==> config.mk <==
export PLATFORM = sky130hd
export DESIGN_NAME = lambdar_barrier_sequencer_flat
export DESIGN_NICKNAME = d
export VERILOG_FILES = /design/src/rtl/fme_pkg.sv /design/src/rtl/lambdar_barrier_sequencer_if.sv /design/src/rtl/lambdar_valid_pipe.sv /design/src/rtl/lambdar_barrier_sequencer.sv /design/src/flat_wrapper.sv
export SDC_FILE = /design/constraint.sdc
export NUM_CORES = 1
export LEC_CHECK = 0
export BUFFER_PORTS_ARGS = -buffer_cell sky130_fd_sc_hd__buf_4
export CAP_MARGIN = 5
export CORE_AREA = 4 4 43 60
export CTS_BUF_LIST = sky130_fd_sc_hd__clkbuf_16
export CTS_CLUSTER_DIAMETER = 30
export DETAILED_ROUTE_END_ITERATION = 8
export DIE_AREA = 0 0 47 64
export PLACE_DENSITY = 0.7
export SYNTH_ARGS = -nofsm -noshare
export SYNTH_HDL_FRONTEND = slang
export SYNTH_HIERARCHICAL = 1
export SYNTH_SLANG_ARGS = --single-unit
export TNS_END_PERCENT = 50
==> constraint.sdc <==
create_clock -name clk -period 2.1 [get_ports clk]
set_clock_uncertainty 0.2 [all_clocks]
set_input_delay 0.21 -clock clk [delete_from_list [all_inputs] [get_ports clk]]
set_output_delay 0.21 -clock clk [all_outputs]
set_load 0.01 [all_outputs]
==> src/rtl/fme_pkg.sv <==
// Shared FME sequencing types: barrier-sequencer FSM states and the default run length.
package fme_pkg;

  typedef enum logic [1:0] {
    IDLE  = 2'd0,
    RUN   = 2'd1,
    DRAIN = 2'd2,
    DONE  = 2'd3
  } state_e;

  localparam int DEF_NUM_BLOCKS = 16;

endpackage

==> src/rtl/lambdar_barrier_sequencer_if.sv <==
// Handshake and status bundle between the barrier sequencer (master) and its environment (slave).
interface lambdar_barrier_sequencer_if #(
  parameter int NUM_STAGES = 4,
  parameter int CNT_W      = 5
);

  logic                  start;
  logic                  in_valid;
  logic                  in_ready;
  logic                  out_ready;
  logic                  out_valid;
  logic [NUM_STAGES-1:0] stage_enable;
  logic [CNT_W-1:0]      blk_idx;
  logic                  busy;
  logic                  done;

  modport master (
    input  start, in_valid, out_ready,
    output in_ready, out_valid, stage_enable, blk_idx, busy, done
  );

  modport slave (
    output start, in_valid, out_ready,
    input  in_ready, out_valid, stage_enable, blk_idx, busy, done
  );

endinterface

==> src/rtl/lambdar_valid_pipe.sv <==
// Per-stage valid bits of the barrier chain; one stage per cycle, whole chain freezes while
// the last stage holds a result that downstream refuses.
module lambdar_valid_pipe #(
  parameter int NUM_STAGES = 4
) (
  input  logic                  clk,
  input  logic                  rst_n,
  input  logic                  accept,
  input  logic                  out_ready,
  output logic                  adv,
  output logic                  out_valid,
  output logic [NUM_STAGES-1:0] stage_enable
);

  logic [NUM_STAGES-1:0] v_q;
  logic [NUM_STAGES-1:0] v_d;

  // Kept apart from the shift logic: in_ready depends on adv and accept depends on in_ready.
  assign adv       = !(v_q[NUM_STAGES-1] && !out_ready);
  assign out_valid = v_q[NUM_STAGES-1];

  always_comb begin
    v_d          = v_q;
    stage_enable = '0;
    if (adv) begin
      v_d[0]          = accept;
      stage_enable[0] = accept;
      for (int i = 1; i < NUM_STAGES; i++) begin
        v_d[i]          = v_q[i-1];
        stage_enable[i] = v_q[i-1];
      end
    end
  end

  always_ff @(posedge clk or negedge rst_n) begin
    if (!rst_n) begin
      v_q <= '0;
    end else begin
      v_q <= v_d;
    end
  end

endmodule

==> src/rtl/lambdar_barrier_sequencer.sv <==
// Sequences one macroblock of NUM_BLOCKS sub-blocks through the lambda-R barrier chain:
// NUM_STAGES-cycle latency, 1 block/cycle, full-chain stall when out_ready is low on a valid output.
module lambdar_barrier_sequencer
  import fme_pkg::*;
#(
  parameter int NUM_STAGES = 4,
  parameter int NUM_BLOCKS = DEF_NUM_BLOCKS,
  parameter int CNT_W      = 5
) (
  input  logic                        clk,
  input  logic                        rst_n,
  lambdar_barrier_sequencer_if.master bus
);

  localparam logic [CNT_W-1:0] LAST_BLK = CNT_W'(NUM_BLOCKS - 1);

  state_e                state_q, state_d;
  logic [CNT_W-1:0]      in_cnt_q, in_cnt_d;
  logic [CNT_W-1:0]      out_cnt_q, out_cnt_d;
  logic                  adv;
  logic                  accept;
  logic                  out_vld;
  logic                  out_hs;
  logic                  in_rdy;
  logic [NUM_STAGES-1:0] stage_en;

  assign in_rdy = (state_q == RUN) && adv;
  assign accept = bus.in_valid && in_rdy;
  assign out_hs = out_vld && bus.out_ready;

  lambdar_valid_pipe #(
    .NUM_STAGES (NUM_STAGES)
  ) u_valid_pipe (
    .clk          (clk),
    .rst_n        (rst_n),
    .accept       (accept),
    .out_ready    (bus.out_ready),
    .adv          (adv),
    .out_valid    (out_vld),
    .stage_enable (stage_en)
  );

  always_comb begin
    state_d   = state_q;
    in_cnt_d  = in_cnt_q;
    out_cnt_d = out_cnt_q;
    if (accept) in_cnt_d = in_cnt_q + CNT_W'(1);
    if (out_hs) out_cnt_d = out_cnt_q + CNT_W'(1);
    unique case (state_q)
      IDLE: begin
        if (bus.start) begin
          state_d   = RUN;
          in_cnt_d  = '0;
          out_cnt_d = '0;
        end
      end
      RUN: begin
        if (out_hs && out_cnt_q == LAST_BLK)      state_d = DONE;
        else if (accept && in_cnt_q == LAST_BLK)  state_d = DRAIN;
      end
      DRAIN: begin
        if (out_hs && out_cnt_q == LAST_BLK) state_d = DONE;
      end
      DONE:    state_d = IDLE;
      default: state_d = IDLE;
    endcase
  end

  always_ff @(posedge clk or negedge rst_n) begin
    if (!rst_n) begin
      state_q   <= IDLE;
      in_cnt_q  <= '0;
      out_cnt_q <= '0;
    end else begin
      state_q   <= state_d;
      in_cnt_q  <= in_cnt_d;
      out_cnt_q <= out_cnt_d;
    end
  end

  assign bus.in_ready     = in_rdy;
  assign bus.out_valid    = out_vld;
  assign bus.stage_enable = stage_en;
  assign bus.blk_idx      = out_cnt_q;
  assign bus.busy         = (state_q == RUN) || (state_q == DRAIN);
  assign bus.done         = (state_q == DONE);

endmodule

==> src/flat_wrapper.sv <==
// flat-port wrapper written by rule: the top's interface ports become plain ports
module lambdar_barrier_sequencer_flat import fme_pkg::*;
#(
  parameter int NUM_STAGES = 4,
  parameter int NUM_BLOCKS = DEF_NUM_BLOCKS,
  parameter int CNT_W      = 5
)
  (clk, rst_n, bus_start, bus_in_valid, bus_out_ready, bus_in_ready, bus_out_valid, bus_stage_enable, bus_blk_idx, bus_busy, bus_done);
  lambdar_barrier_sequencer_if #(.NUM_STAGES(NUM_STAGES), .CNT_W(CNT_W)) bus_i ();
  input  logic clk;
  input  logic rst_n;
  input wire logic [$bits(bus_i.start)-1:0] bus_start;
  input wire logic [$bits(bus_i.in_valid)-1:0] bus_in_valid;
  input wire logic [$bits(bus_i.out_ready)-1:0] bus_out_ready;
  output wire logic [$bits(bus_i.in_ready)-1:0] bus_in_ready;
  output wire logic [$bits(bus_i.out_valid)-1:0] bus_out_valid;
  output wire logic [$bits(bus_i.stage_enable)-1:0] bus_stage_enable;
  output wire logic [$bits(bus_i.blk_idx)-1:0] bus_blk_idx;
  output wire logic [$bits(bus_i.busy)-1:0] bus_busy;
  output wire logic [$bits(bus_i.done)-1:0] bus_done;
  assign bus_i.start = bus_start;
  assign bus_i.in_valid = bus_in_valid;
  assign bus_i.out_ready = bus_out_ready;
  assign bus_in_ready = bus_i.in_ready;
  assign bus_out_valid = bus_i.out_valid;
  assign bus_stage_enable = bus_i.stage_enable;
  assign bus_blk_idx = bus_i.blk_idx;
  assign bus_busy = bus_i.busy;
  assign bus_done = bus_i.done;
  lambdar_barrier_sequencer #(.NUM_STAGES(NUM_STAGES), .NUM_BLOCKS(NUM_BLOCKS), .CNT_W(CNT_W)) u_core (.clk(clk), .rst_n(rst_n), .bus(bus_i));
endmodule
[After elaboration in Yosys (flattened, before gate mapping)]
Index checks and enable logic that the tools add are counted.
Cells by class
  add/sub/neg operators: 2
  equality and inequality tests: 8
  muxes and demuxes: 12
  reduce and logical (&&, ||, !) cells: 11
Operators by type and width (count)
  2-to-1 mux 5 bit: 6
  adder 5 x 1 -> 5 bit, second input constant: 2
  == test 5 x 4 -> 1 bit, second input constant: 2
  2-to-1 mux 2 bit: 4
  case mux 2 bit (4 select lines): 1
  logical AND 1 bit: 6
  == test 2 bit, second input constant: 2
  2-to-1 mux 4 bit: 1
  != test 3 bit, second input constant: 1
  AND reduction 3 bit: 1
  == test 2 x 1 -> 1 bit, second input constant: 1
  zero test 1 bit: 2
  zero test 2 bit: 1
  != test 2 x 1 -> 1 bit, second input constant: 1
  != test 2 bit, second input constant: 1
  logical OR 1 bit: 1
Word-level totals
  register bits after elaboration: 16
  input port bits: 5
  output and inout bits: 13
  logic and storage cells: 37

[Logic depth before layout (Yosys ltp)]
Gate-level depths: netlist of run 1.
  depth in word-level cells: 9
  gate-level depth with buffers: 6
  gate-level depth less buffers: 6

[Cells and area by module]
Netlist of run 1, hierarchy kept.
Modules (own cells, without submodules)
  lambdar_barrier_sequencer: instances 1, cells each 74, area each 725.7 µm²
  lambdar_valid_pipe: instances 1, cells each 14, area each 207.7 µm²

[Worst setup path before layout of run 1]
Ideal clock, no wire load.
  kind: register to register
  start: register u_core.out_cnt_q[0] (netlist: u_core/bus.blk_idx[0])
  end: register u_core.state_q[1]
  arrival: 1.796 ns
  required time: 1.772 ns
  path slack: -0.024 ns
  cell stages (with the launch flop): 7
  clock period less this slack: 2.124 ns
  path through: dfrtp_1 > ha_1 > and3_1 > ha_1 > and3_1 > o32ai_2 > mux2_1
On the way
  word-level cells in the longest chain between the ends: 4
  elaborated cells on any way between the ends: 7
  classes of those cells: 3 x eq/ne; 2 x mux; 2 x reduce/logical
RTL lines
  start: declaration: line lambdar_barrier_sequencer.sv:19  | logic [CNT_W-1:0] out_cnt_q, out_cnt_d;
  start signal: assignment: line lambdar_barrier_sequencer.sv:77  | out_cnt_q <= out_cnt_d;
  == test 5 x 4 -> 1 bit *: line lambdar_barrier_sequencer.sv:58, lambdar_barrier_sequencer.sv:62
  logical AND 1 bit *: line lambdar_barrier_sequencer.sv:58, lambdar_barrier_sequencer.sv:62
  2-to-1 mux 2 bit, or another cell as far along: line lambdar_barrier_sequencer.sv:58  | if (out_hs && out_cnt_q == LAST_BLK) state_d = DONE;
  case mux 2 bit (4 select lines) / AND reduction 3 bit (equally long branches)
  end signal: assignment: line lambdar_barrier_sequencer.sv:75  | state_q <= state_d;
  end: declaration: line lambdar_barrier_sequencer.sv:17  | state_e state_q, state_d;
Every way passes the cells marked *; elsewhere a longest branch is shown, timed or not.
A chain may end at the register's enable or synchronous reset.

[Worst setup path after layout of run 1]
  start: register u_core.in_cnt_q[1]
  end: register u_core.state_q[1]
On the way
  word-level cells in the longest chain between the ends: 4
RTL lines
  start: declaration: line lambdar_barrier_sequencer.sv:18  | logic [CNT_W-1:0] in_cnt_q, in_cnt_d;
  start signal: assignment: line lambdar_barrier_sequencer.sv:76  | in_cnt_q <= in_cnt_d;
  == test 5 x 4 -> 1 bit: line lambdar_barrier_sequencer.sv:59  | else if (accept && in_cnt_q == LAST_BLK) state_d = DRAIN;
  logical AND 1 bit: line lambdar_barrier_sequencer.sv:59
  != test 3 bit (no line)
  AND reduction 3 bit (no line)
No other way between the ends.

==> results of run 1 <==
[state kept, by name, indices dropped and copies added, names as in the netlist]
signal and count:
u_core/bus.blk_idx 5, u_core/in_cnt_q 5, u_core/state_q 2, u_core/u_valid_pipe/v_q 4
[metal layers]
metal,vias up,share of wire,track usage,wire length (µm)
met5,-,0,0,0
met4,0,0.015,0.0554,27
met3,4,0.049,0.0169,91
met2,15,0.52,0.219,970
met1,349,0.42,0.171,773
li1,356,-,-,-
[through the flow]
| stage | utilization | area (µm²) | power [mW] |
|---|---|---|---|
| 4_1_cts | 0.570 | 1200 | 1.53 |
| 6_report | 0.586 | 1230 | 1.59 |
| 3_3_place_gp | 0.521 | 1100 | 1.12 |
| 2_1_floorplan | - | 933 | 0.884 |
| 3_5_place_dp | 0.521 | 1100 | 1.13 |
| 5_1_grt | 0.586 | 1230 | 1.71 |
[power groups by stage]
stage | registers (mW) | logic, mW | clock network [mW]
floorplan | 0.488 | 0.396 | 0
global route | 0.499 | 0.821 | 0.389
CTS | 0.486 | 0.676 | 0.372
detailed placement | 0.489 | 0.645 | 0
finish | 0.484 | 0.743 | 0.367
global placement | 0.483 | 0.632 | 0
[worst min-delay path, cell delays in order]
cell	delay, ns
buf_4	0.13
nand3_1	0.08
a21oi_1	0.06
[how the worst max path moves through the flow]
stage	cells after the start	slack [ns]	to	startpoint
floorplan	6	0.04	u_core/state_q[1]$_DFFE_PN0P_	u_core/bus.blk_idx[0]$_DFF_PN0_
global placement	6	0.04	u_core/state_q[1]$_DFFE_PN0P_	u_core/in_cnt_q[1]$_DFF_PN0_
detailed placement	6	0.02	u_core/state_q[1]$_DFFE_PN0P_	u_core/in_cnt_q[1]$_DFF_PN0_
CTS	6	0.03	u_core/state_q[1]$_DFFE_PN0P_	u_core/bus.blk_idx[0]$_DFF_PN0_
global route	6	-0.004	u_core/state_q[1]$_DFFE_PN0P_	u_core/in_cnt_q[1]$_DFF_PN0_
finish	6	0.06	u_core/state_q[1]$_DFFE_PN0P_	u_core/in_cnt_q[1]$_DFF_PN0_
[placed cells by master (no fill, tap or decap), drive strengths merged, types with 2 or more instances in the layout]
master	n
mux2	4
nand3	6
xor2	4
ha	9
or3	2
clkbuf	3
and2	6
nor2	6
o211ai	2
or2	2
buf	23
inv	6
dfrtp	16
o21ai	2
a21oi	6
and3	3
nand2	5
[cells by family after synthesis]
| family | synth area share |
|---|---|
| and+or+nand+nor | 0.214 |
| DFF | 0.429 |
| AOI/OAI and AO/OA | 0.0871 |
| adders and majority gates | 0.121 |
| buffers and inverters | 0.0402 |
| muxes | 0.0710 |
| xor gates and xnor gates | 0.0375 |
[timing repair]
action,4_1_cts,5_1_grt
endpoints found under the setup margin,1,1
pin swaps,1,2
resized for setup,1,4
setup buffers,1,2
hold buffers,1,0
endpoints found under the hold margin,16,0
[cell type report]
type	count	share of cell area
Timing Repair Buffer	24	0.148
Multi-Input combinational cell	64	0.422
Clock inverter	1	0.00305
Tap cell	22	0.0223
Inverter	6	0.0183
Sequential cell	16	0.325
Clock buffer	3	0.0609
==> out/qor.log, run 1 <==
[critical_path] critical path's largest stage delay 0.39 ns
[flow_run] Max-cap violations 0
[cells_and_area] area grow syn2layout 32.0%
[min_path] Cells on Worst Hold Path 3
[global_route] vias in the first global route 709
[placed_design] half-perimeter wire length of the detailed placement result 1.31 mm
[clocking] clock slew seen by the registers of the worst setup and hold paths 0.05 ns
[timing] worst slew margin relative to its limit 0.741
[synthesis] fraction of synthesis flops using an asynchronous set or reset pin 1.00
[critical_path] worst endpoint required time 2.03 ns
[critical_path] setup slack of the worst register-to-register path 0.06 ns
[critical_path] highest fanout seen on the critical path 2
[pwr] power per standard cell area 1290 nW/µm²
[clocking] Clk Latency, worst-skew pair 0.24 ns
[critical_path] start-to-end type of the worst setup path register to register
[timing] Setup Total Neg Slack 0 ns
[timing] least setup slack across all paths after layout 0.0571 ns
[die] DIE AREA 3010 µm²
[timing] fmax 0.490 GHz
[min_path] end point of the most critical hold path u_core/bus.blk_idx[1]$_DFF_PN0_
[critical_path] Top Family by Delay on Critical Path flip-flops
[critical_path] Worst Reg2Reg Path Length in Cells 6
[placed_design] DP Cell Count 128
[pwr] IR Drop Worst-Case VDD 0.653 mV
[clocking] clock tree from TritonCTS done
[pwr] fraction of power consumed by combinational cells 0.466
[critical_path] Worst R2R Start u_core/in_cnt_q[1]$_DFF_PN0_
[clocking] Root Driver clkbuf_16
[drt] DR vias/cell 5.32
[critical_path] arrival time at the worst endpoint 1.97 ns
[cells_and_area] fillers 184
[placed_design] final weighted congestion in routability-driven placement 0.798
[cells_and_area] antenna diode instance count 0
[die] area of the placeable core 2100 µm²
[synthesis] post-synthesis net count 102
[cells_and_area] number of nets in the layout 129
[clocking] maximum buffer depth of the clock tree 2
[critical_path] crit path buf inv count 0
[placed_design] placement-stage worst setup slack 0.0158 ns
[die] top-level port count 18
[drt] number of nets still failing antenna checks after routing 0
[synthesis] sequential element share of the synthesized area 0.429
[timing] final worst hold slack 0.0745 ns
[cells_and_area] number of standard cells in the final layout excluding fillers 136
[synthesis] leading cell type by number of instances after synthesis dfrtp_1
[cells_and_area] layout cells sized above 1 0.351
[drt] total wire length after detailed routing 1.86 mm
[drt] TritonRoute pass-1 iters 4
[synthesis] Yosys warning total 6
[drt] wire length per cell after detailed routing 13.7 µm
[synthesis] Unique masters post-synth 27
[pwr] proportion of power drawn by flip-flops and latches 0.304
[pwr] clock power share 0.230
[synthesis] most area-hungry cell type in the Yosys netlist dfrtp_1
[global_route] global-route wire length before repair 3.00 mm
[timing] Final Max Tran Viols 0
[global_route] largest net degree at the start of global routing 17
[drt] via count 724
[cells_and_area] combined flip-flop and latch cell area 400 µm²
[critical_path] Critical Path Start Type register
[timing] number of endpoints failing setup at the final stage 0
[min_path] hold path start bus_out_ready
[drt] drt drc 0
[timing] Tightest Pin Transition 0.388 ns
[synthesis] largest cells by area after synthesis dfrtp_1 43%, ha_1 12%, mux2_4 4.8%, xor2_1 3.8%, a21oi_1 3.2%
[synthesis] area fraction of the dominant cell type after synthesis 0.429
[critical_path] master of the slowest instance on the critical path dfrtp_1
[critical_path] CP Cell Sequence ha_2, and3_1, ha_2, and4b_1, o32ai_4, mux2_4
[critical_path] Critical Path End Type register
[clocking] number of buffers added by the clock tree synthesis step 3
[critical_path] cell with the most instances on the worst path ha_2
[global_route] GRT Overall Usage 0.134
[synthesis] count of state elements after synthesis 16
[timing] time the final worst path needs with I/O delays and setup 2.04 ns
[die] starting density of the core 0.444
[die] FP Rows 20
[global_route] global route overflow 0
[die] DIE HEIGHT 64 µm
[timing] total count of hold-check failures in the final report 0
[synthesis] Most used DFF post-synth dfrtp_1
[pwr] Sw Ratio 0.335
[synthesis] Avg Synthesized Cell Area 10.6 µm²
[global_route] antenna violations before repair 0
[clocking] Max H-tree Level 1
[cells_and_area] area of the multi-input gates 520 µm²
[timing] final worst path period share 0.973
[placed_design] port buffer count 17
[min_path] worst min-delay path category input port to register
[critical_path] reg2reg end u_core/state_q[1]$_DFFE_PN0P_
[pwr] static leakage 0.631 nW
[synthesis] most instantiated cells after synthesis 16 x dfrtp_1, 9 x ha_1, 6 x a21oi_1, 6 x inv_1, 6 x nor2_1
[pwr] P_int 1.06 mW
[drt] number of DRC markers in iteration 0 13
[pwr] net load switching power 0.534 mW
[die] DIE WIDTH 47 µm
[synthesis] Syn Inst Count 88
[synthesis] number of flops mapped to enable cells by yosys 0
[outcome] run status completed
[clocking] clock sink count 16
[synthesis] combined area of all synthesized cells 933 µm²
Power figures use the tool's default switching activity.
==> inputs of run 2 (changes only) <==
CORE_AREA = 4 4 42 59   (was 4 4 43 60)
CTS_BUF_LIST = sky130_fd_sc_hd__clkbuf_4   (was sky130_fd_sc_hd__clkbuf_16)
DIE_AREA = 0 0 46 63   (was 0 0 47 64)
PLACE_DENSITY = 0.73   (was 0.7)
==> out/qor.log, run 2 (synthesis results as in run 1) <==
[timing] final worst path period share 0.980 [+0.00707]
[critical_path] start-to-end type of the worst setup path register to register
[global_route] vias in the first global route 688 [-3.0%]
[die] starting density of the core 0.479 [+0.0348]
[drt] total wire length after detailed routing 1.72 mm [-7.7%]
[drt] DR vias/cell 5.27 [-1.1%]
[die] top-level port count 18 [unchanged]
[placed_design] placed inst area 1100 µm² [+0.57%]
[timing] final worst hold slack 0.0295 ns [-0.0450 ns]
[pwr] IR Drop Worst-Case VDD 0.665 mV [+1.9%]
[die] DIE HEIGHT 63 µm [-1.6%]
[clocking] clock slew seen by the registers of the worst setup and hold paths 0.09 ns [+0.04 ns]
[outcome] run status completed
[critical_path] highest fanout seen on the critical path 3 [+1]
[critical_path] CP Cell Sequence ha_1, and3_1, ha_1, and3_4, o32ai_4, mux2_4
[clocking] clock tree from TritonCTS done
[global_route] antenna violations before repair 0 [unchanged]
[timing] number of endpoints failing setup at the final stage 0 [unchanged]
[global_route] GRT Overall Usage 0.132 [-0.00230]
[die] DIE AREA 2900 µm² [-3.7%]
[placed_design] placement-stage worst setup slack 0.00464 ns [-0.0112 ns]
[pwr] power per standard cell area 1180 nW/µm² [-9.0%]
[pwr] static leakage 0.599 nW [-5.0%]
[cells_and_area] layout cells sized above 1 0.333 [-0.0175]
[cells_and_area] most frequent standard cell in the layout excluding fill and tap cells buf_4
[drt] wire length per cell after detailed routing 13.0 µm [-4.9%]
[cells_and_area] number of nets in the layout 127 [-1.6%]
[drt] number of DRC markers in iteration 0 13 [unchanged]
[placed_design] final weighted congestion in routability-driven placement 0.817 [+2.4%]
[drt] number of nets still failing antenna checks after routing 0 [unchanged]
[clocking] number of buffers added by the clock tree synthesis step 3 [unchanged]
[critical_path] crit path buf inv count 0 [unchanged]
[placed_design] port buffer count 17 [unchanged]
[die] area of the placeable core 1950 µm² [-7.3%]
[critical_path] Critical Path End Type register
[clocking] postcts setup bufs 0 [-1]
[drt] via count 695 [-4.0%]
[global_route] largest net degree at the start of global routing 17 [unchanged]
[min_path] worst min-delay path category input port to register
[cells_and_area] area grow syn2layout 25.9%
[critical_path] critical path's largest stage delay 0.39 ns [about the same]
[timing] unrepaired setup endpoints after global routing true
[critical_path] master of the slowest instance on the critical path dfrtp_1
[clocking] Root Driver clkbuf_4
[cells_and_area] number of standard cells in the final layout excluding fillers 132 [-2.9%]
[critical_path] worst endpoint required time 2.08 ns [+0.05 ns]
[clocking] clock sink count 16 [unchanged]
[critical_path] cell with the most instances on the worst path ha_1
[placed_design] DP Cell Count 128 [unchanged]
[timing] Tightest Pin Transition 0.380 ns [-0.00824 ns]
[drt] drt drc 0 [unchanged]
[timing] least setup slack across all paths after layout 0.0423 ns [-0.0149 ns]
[cells_and_area] antenna diode instance count 0 [unchanged]
[global_route] global route overflow 0 [unchanged]
[global_route] global-route wire length before repair 2.89 mm [-3.7%]
[timing] worst slew margin relative to its limit 0.747 [+0.00549]
[timing] total count of hold-check failures in the final report 0 [unchanged]
[drt] TritonRoute pass-1 iters 4 [unchanged]
[timing] fmax 0.486 GHz [-0.72%]
[die] FP Rows 19 [-5.0%]
[timing] time the final worst path needs with I/O delays and setup 2.06 ns [+0.0149 ns]
[critical_path] arrival time at the worst endpoint 2.03 ns [+0.06 ns]
[flow_run] Max-cap violations 0 [unchanged]
[cells_and_area] commonest non-fill, non-tap cells in the layout 21 x buf_4, 16 x dfrtp_1, 8 x ha_1
[timing] Final Max Tran Viols 0 [unchanged]
[clocking] maximum buffer depth of the clock tree 2 [unchanged]
[critical_path] Top Family by Delay on Critical Path flip-flops
[cells_and_area] cell area after layout 1170 µm² [-4.7%]
[clocking] Max H-tree Level 1 [unchanged]
[critical_path] Critical Path Start Type register
[clocking] Clk Latency, worst-skew pair 0.28 ns [+0.04 ns]
[die] DIE WIDTH 46 µm [-2.1%]
[placed_design] half-perimeter wire length of the detailed placement result 1.33 mm [+1.9%]
[pwr] power after layout 1.38 mW [-13%]
run 2: cell types whose count changed in the layout (fill, tap and decap cells not counted):
| cell | change |
|---|---|
| ha_1 | +1 |
| ha_2 | -2 |
| ha_4 | +1 |
| clkinv_1 | -1 |
| clkbuf_4 | +3 |
| clkbuf_16 | -3 |
| nand3_2 | -1 |
| nand3_4 | +1 |
| buf_4 | -2 |
run 2: per-layer routing:
layer | part of all wire | vias to the layer above | track usage
met3 | 0.037 | 2 | 0.0173
met5 | 0 | - | 0
met2 | 0.49 | 16 | 0.202
met4 | 0.0099 | 0 | 0.0605
met1 | 0.46 | 331 | 0.178
li1 | - | 346 | -
run 2: area by class of cell:
| type | instances | area [µm²] |
|---|---|---|
| Multi-Input combinational cell | 64 | 536 |
| Fill cell | 175 | 774 |
| Clock buffer | 3 | 22.5 |
| Inverter | 6 | 22.5 |
| Timing Repair Buffer | 22 | 168 |
| Tap cell | 21 | 26.3 |
| Sequential cell | 16 | 400 |
run 2: repair_timing:
item / CTS / global route
hold buffers: 1 / 0
pin swaps: 1 / 0
setup endpoints to repair: 1 / 2
endpoints found under the hold margin: 16 / 0
resized for setup: 1 / 5
run 2: worst paths after layout:
kind | startpoint | to | slack [ns] | cells after the start
setup / recovery | u_core/bus.blk_idx[0]$_DFF_PN0_ | u_core/state_q[1]$_DFFE_PN0P_ | 0.04 | 6
hold / removal | bus_out_ready | u_core/bus.blk_idx[1]$_DFF_PN0_ | 0.03 | 3
setup reg to reg | u_core/bus.blk_idx[0]$_DFF_PN0_ | u_core/state_q[1]$_DFFE_PN0P_ | 0.04 | 6
hold reg to reg | u_core/u_valid_pipe/v_q[2]$_DFFE_PN0N_ | u_core/u_valid_pipe/v_q[3]$_DFFE_PN0N_ | 0.30 | 1
max in group asynchronous | rst_n | u_core/bus.blk_idx[0]$_DFF_PN0_ | 1.42 | 2
min in group asynchronous | rst_n | u_core/in_cnt_q[4]$_DFF_PN0_ | 0.10 | 2
run 2: worst register-to-register path, cell delays in order, from the launching register on:
cell,delay [ns]
dfrtp_1,0.39
ha_1,0.21
and3_1,0.18
ha_1,0.18
and3_4,0.20
o32ai_4,0.28
mux2_4,0.32
run 2: through the flow:
stage                     utilization  TNS [ns]
after global placement          0.565         0
after detailed placement        0.565         0
after floorplan                     -         0
final                           0.603         0
after global routing            0.603   -0.0123
after CTS                       0.585         0
run 2: where the power goes:
group | internal, mW | switching [mW]
clock | 0.0666 | 0.0923
combinational | 0.404 | 0.351
sequential | 0.397 | 0.0732
==> inputs of run 3 (changes only) <==
MAX_ROUTING_LAYER = met4   (was not set)
==> out/qor.log, run 3 (synthesis results as in run 1) <==
[outcome] run status completed
[drt] total wire length after detailed routing 1.73 mm [+0.52%]
[clocking] maximum buffer depth of the clock tree 2 [unchanged]
[timing] final worst path period share 0.984 [+0.00447]
[critical_path] Critical Path End Type register
[clocking] clock slew seen by the registers of the worst setup and hold paths 0.09 ns [about the same]
[flow_run] Max-cap violations 0 [unchanged]
[clocking] Max H-tree Level 1 [unchanged]
[global_route] GRT Overall Usage 0.136 [+0.00394]
[timing] time the final worst path needs with I/O delays and setup 2.07 ns [+0.00940 ns]
[cells_and_area] Core Util, Final 0.603 [unchanged]
[pwr] fraction of power consumed by combinational cells 0.544 [about the same]
[placed_design] placement-stage worst setup slack 0.00464 ns [unchanged]
[critical_path] highest fanout seen on the critical path 3 [unchanged]
[drt] TritonRoute pass-1 iters 4 [unchanged]
[cells_and_area] antenna diode instance count 0 [unchanged]
[placed_design] placed inst area 1100 µm² [unchanged]
[drt] via count 693 [-0.29%]
[critical_path] reg2reg end u_core/state_q[1]$_DFFE_PN0P_
[cells_and_area] number of nets in the layout 127 [unchanged]
[pwr] clock power share 0.116 [about the same]
[timing] Tightest Pin Transition 0.384 ns [+0.00360 ns]
[timing] worst slew margin relative to its limit 0.744 [-0.00240]
[critical_path] arrival time at the worst endpoint 2.04 ns [about the same]
[min_path] worst min-delay path category input port to register
[pwr] static leakage 0.599 nW [unchanged]
[min_path] hold path start bus_out_ready
[drt] number of nets still failing antenna checks after routing 0 [unchanged]
[drt] number of DRC markers in iteration 0 16 [+3]
[timing] unrepaired setup endpoints after global routing true
[die] top-level port count 18 [unchanged]
[critical_path] start-to-end type of the worst setup path register to register
[timing] total count of hold-check failures in the final report 0 [unchanged]
[cells_and_area] area grow syn2layout 25.9% [unchanged]
[cells_and_area] layout cells sized above 1 0.333 [unchanged]
[pwr] proportion of power drawn by flip-flops and latches 0.339 [about the same]
[die] DIE AREA 2900 µm² [unchanged]
[timing] Final Max Tran Viols 0 [unchanged]
[cells_and_area] cell area after layout 1170 µm² [unchanged]
[die] DIE HEIGHT 63 µm [unchanged]
[pwr] power after layout 1.39 mW [+0.20%]
[timing] least setup slack across all paths after layout 0.0329 ns [-0.00940 ns]
[timing] fmax 0.484 GHz [-0.45%]
[drt] DR vias/cell 5.25 [-0.29%]
[pwr] power per standard cell area 1180 nW/µm² [+0.20%]
[global_route] global route overflow 0 [unchanged]
[placed_design] half-perimeter wire length of the detailed placement result 1.33 mm [unchanged]
[die] DIE WIDTH 46 µm [unchanged]
[clocking] clock sink count 16 [unchanged]
[pwr] net load switching power 0.519 mW [+0.54%]
[cells_and_area] most frequent standard cell in the layout excluding fill and tap cells buf_4
[pwr] P_int 0.868 mW [about the same]
[global_route] antenna violations before repair 0 [unchanged]
[critical_path] Worst Reg2Reg Path Length in Cells 6 [unchanged]
[drt] wire length per cell after detailed routing 13.1 µm [+0.52%]
[placed_design] port buffer count 17 [unchanged]
[clocking] number of buffers added by the clock tree synthesis step 3 [unchanged]
[clocking] Root Driver clkbuf_4
[placed_design] DP Cell Count 128 [unchanged]
[die] FP Rows 19 [unchanged]
[cells_and_area] number of standard cells in the final layout excluding fillers 132 [unchanged]
[timing] number of endpoints failing setup at the final stage 0 [unchanged]
[min_path] end point of the most critical hold path u_core/bus.blk_idx[1]$_DFF_PN0_
[min_path] Cells on Worst Hold Path 3 [unchanged]
[placed_design] final weighted congestion in routability-driven placement 0.830 [+1.5%]
[pwr] Sw Ratio 0.374 [+0.00125]
[pwr] IR Drop Worst-Case VDD 0.664 mV [about the same]
[critical_path] Worst R2R Start u_core/bus.blk_idx[0]$_DFF_PN0_
[global_route] global-route wire length before repair 2.90 mm [+0.24%]
[critical_path] worst endpoint required time 2.08 ns [about the same]
[timing] final worst hold slack 0.0248 ns [-0.00464 ns]
[global_route] vias in the first global route 686 [-0.29%]
[clocking] Clk Latency, worst-skew pair 0.28 ns [about the same]
[global_route] largest net degree at the start of global routing 17 [unchanged]
[clocking] clock tree from TritonCTS done
[die] area of the placeable core 1950 µm² [unchanged]
[cells_and_area] commonest non-fill, non-tap cells in the layout 21 x buf_4, 16 x dfrtp_1, 8 x ha_1
[critical_path] setup slack of the worst register-to-register path 0.03 ns [about the same]
[timing] Setup Total Neg Slack 0 ns [unchanged]
[drt] drt drc 0 [unchanged]
[critical_path] Critical Path Start Type register
[die] starting density of the core 0.479 [unchanged]
run 3: how the worst max path moves through the flow:
stage | slack (ns) | start | end | depth (start not counted)
final | 0.03 | u_core/bus.blk_idx[0]$_DFF_PN0_ | u_core/state_q[1]$_DFFE_PN0P_ | 6
after global routing | -0.01 | u_core/bus.blk_idx[0]$_DFF_PN0_ | u_core/state_q[1]$_DFFE_PN0P_ | 6
after CTS | 0.02 | u_core/bus.blk_idx[0]$_DFF_PN0_ | u_core/state_q[1]$_DFFE_PN0P_ | 6
after detailed placement | 0.005 | u_core/in_cnt_q[0]$_DFF_PN0_ | u_core/state_q[1]$_DFFE_PN0P_ | 6
after global placement | 0.05 | u_core/in_cnt_q[1]$_DFF_PN0_ | u_core/state_q[1]$_DFFE_PN0P_ | 6
after floorplan | 0.04 | u_core/bus.blk_idx[0]$_DFF_PN0_ | u_core/state_q[1]$_DFFE_PN0P_ | 6
run 3: metal layers:
layer / part of all wire / track usage
met1: 0.46 / 0.178
met2: 0.49 / 0.203
met3: 0.036 / 0.0173
met4: 0.0098 / 0.0605
met5: 0 / -
run 3: final cells by class:
| type | count | area, µm² |
|---|---|---|
| clock buffers | 3 | 22.5 |
| multi-input cells | 64 | 536 |
| flip-flops and latches | 16 | 400 |
| fillers | 175 | 774 |
| well taps | 21 | 26.3 |
| repair buffers | 22 | 168 |
| inverters | 6 | 22.5 |
run 3: power groups by stage:
| stage | Sequential (mW) | Combinational, mW | Clock, mW |
|---|---|---|---|
| 6_report | 0.471 | 0.755 | 0.161 |
| 5_1_grt | 0.486 | 0.838 | 0.181 |
| 4_1_cts | 0.472 | 0.686 | 0.164 |
| 3_5_place_dp | 0.478 | 0.681 | 0 |
| 3_3_place_gp | 0.472 | 0.663 | 0 |
| 2_1_floorplan | 0.488 | 0.396 | 0 |
run 3: timing repair:
item / in CTS / in global routing
setup endpoints to repair: 1 / 2
hold buffers: 1 / 0
pin swaps: 1 / 0
buffers inserted: 0 / 0
resized for setup: 1 / 5
endpoints found under the hold margin: 16 / 0
run 3: worst max-delay path: stages, from the launching register on:
cell and delay [ns]:
dfrtp_1 0.39, ha_1 0.21, and3_1 0.18, ha_1 0.18, and3_4 0.20, o32ai_4 0.28
mux2_4 0.32
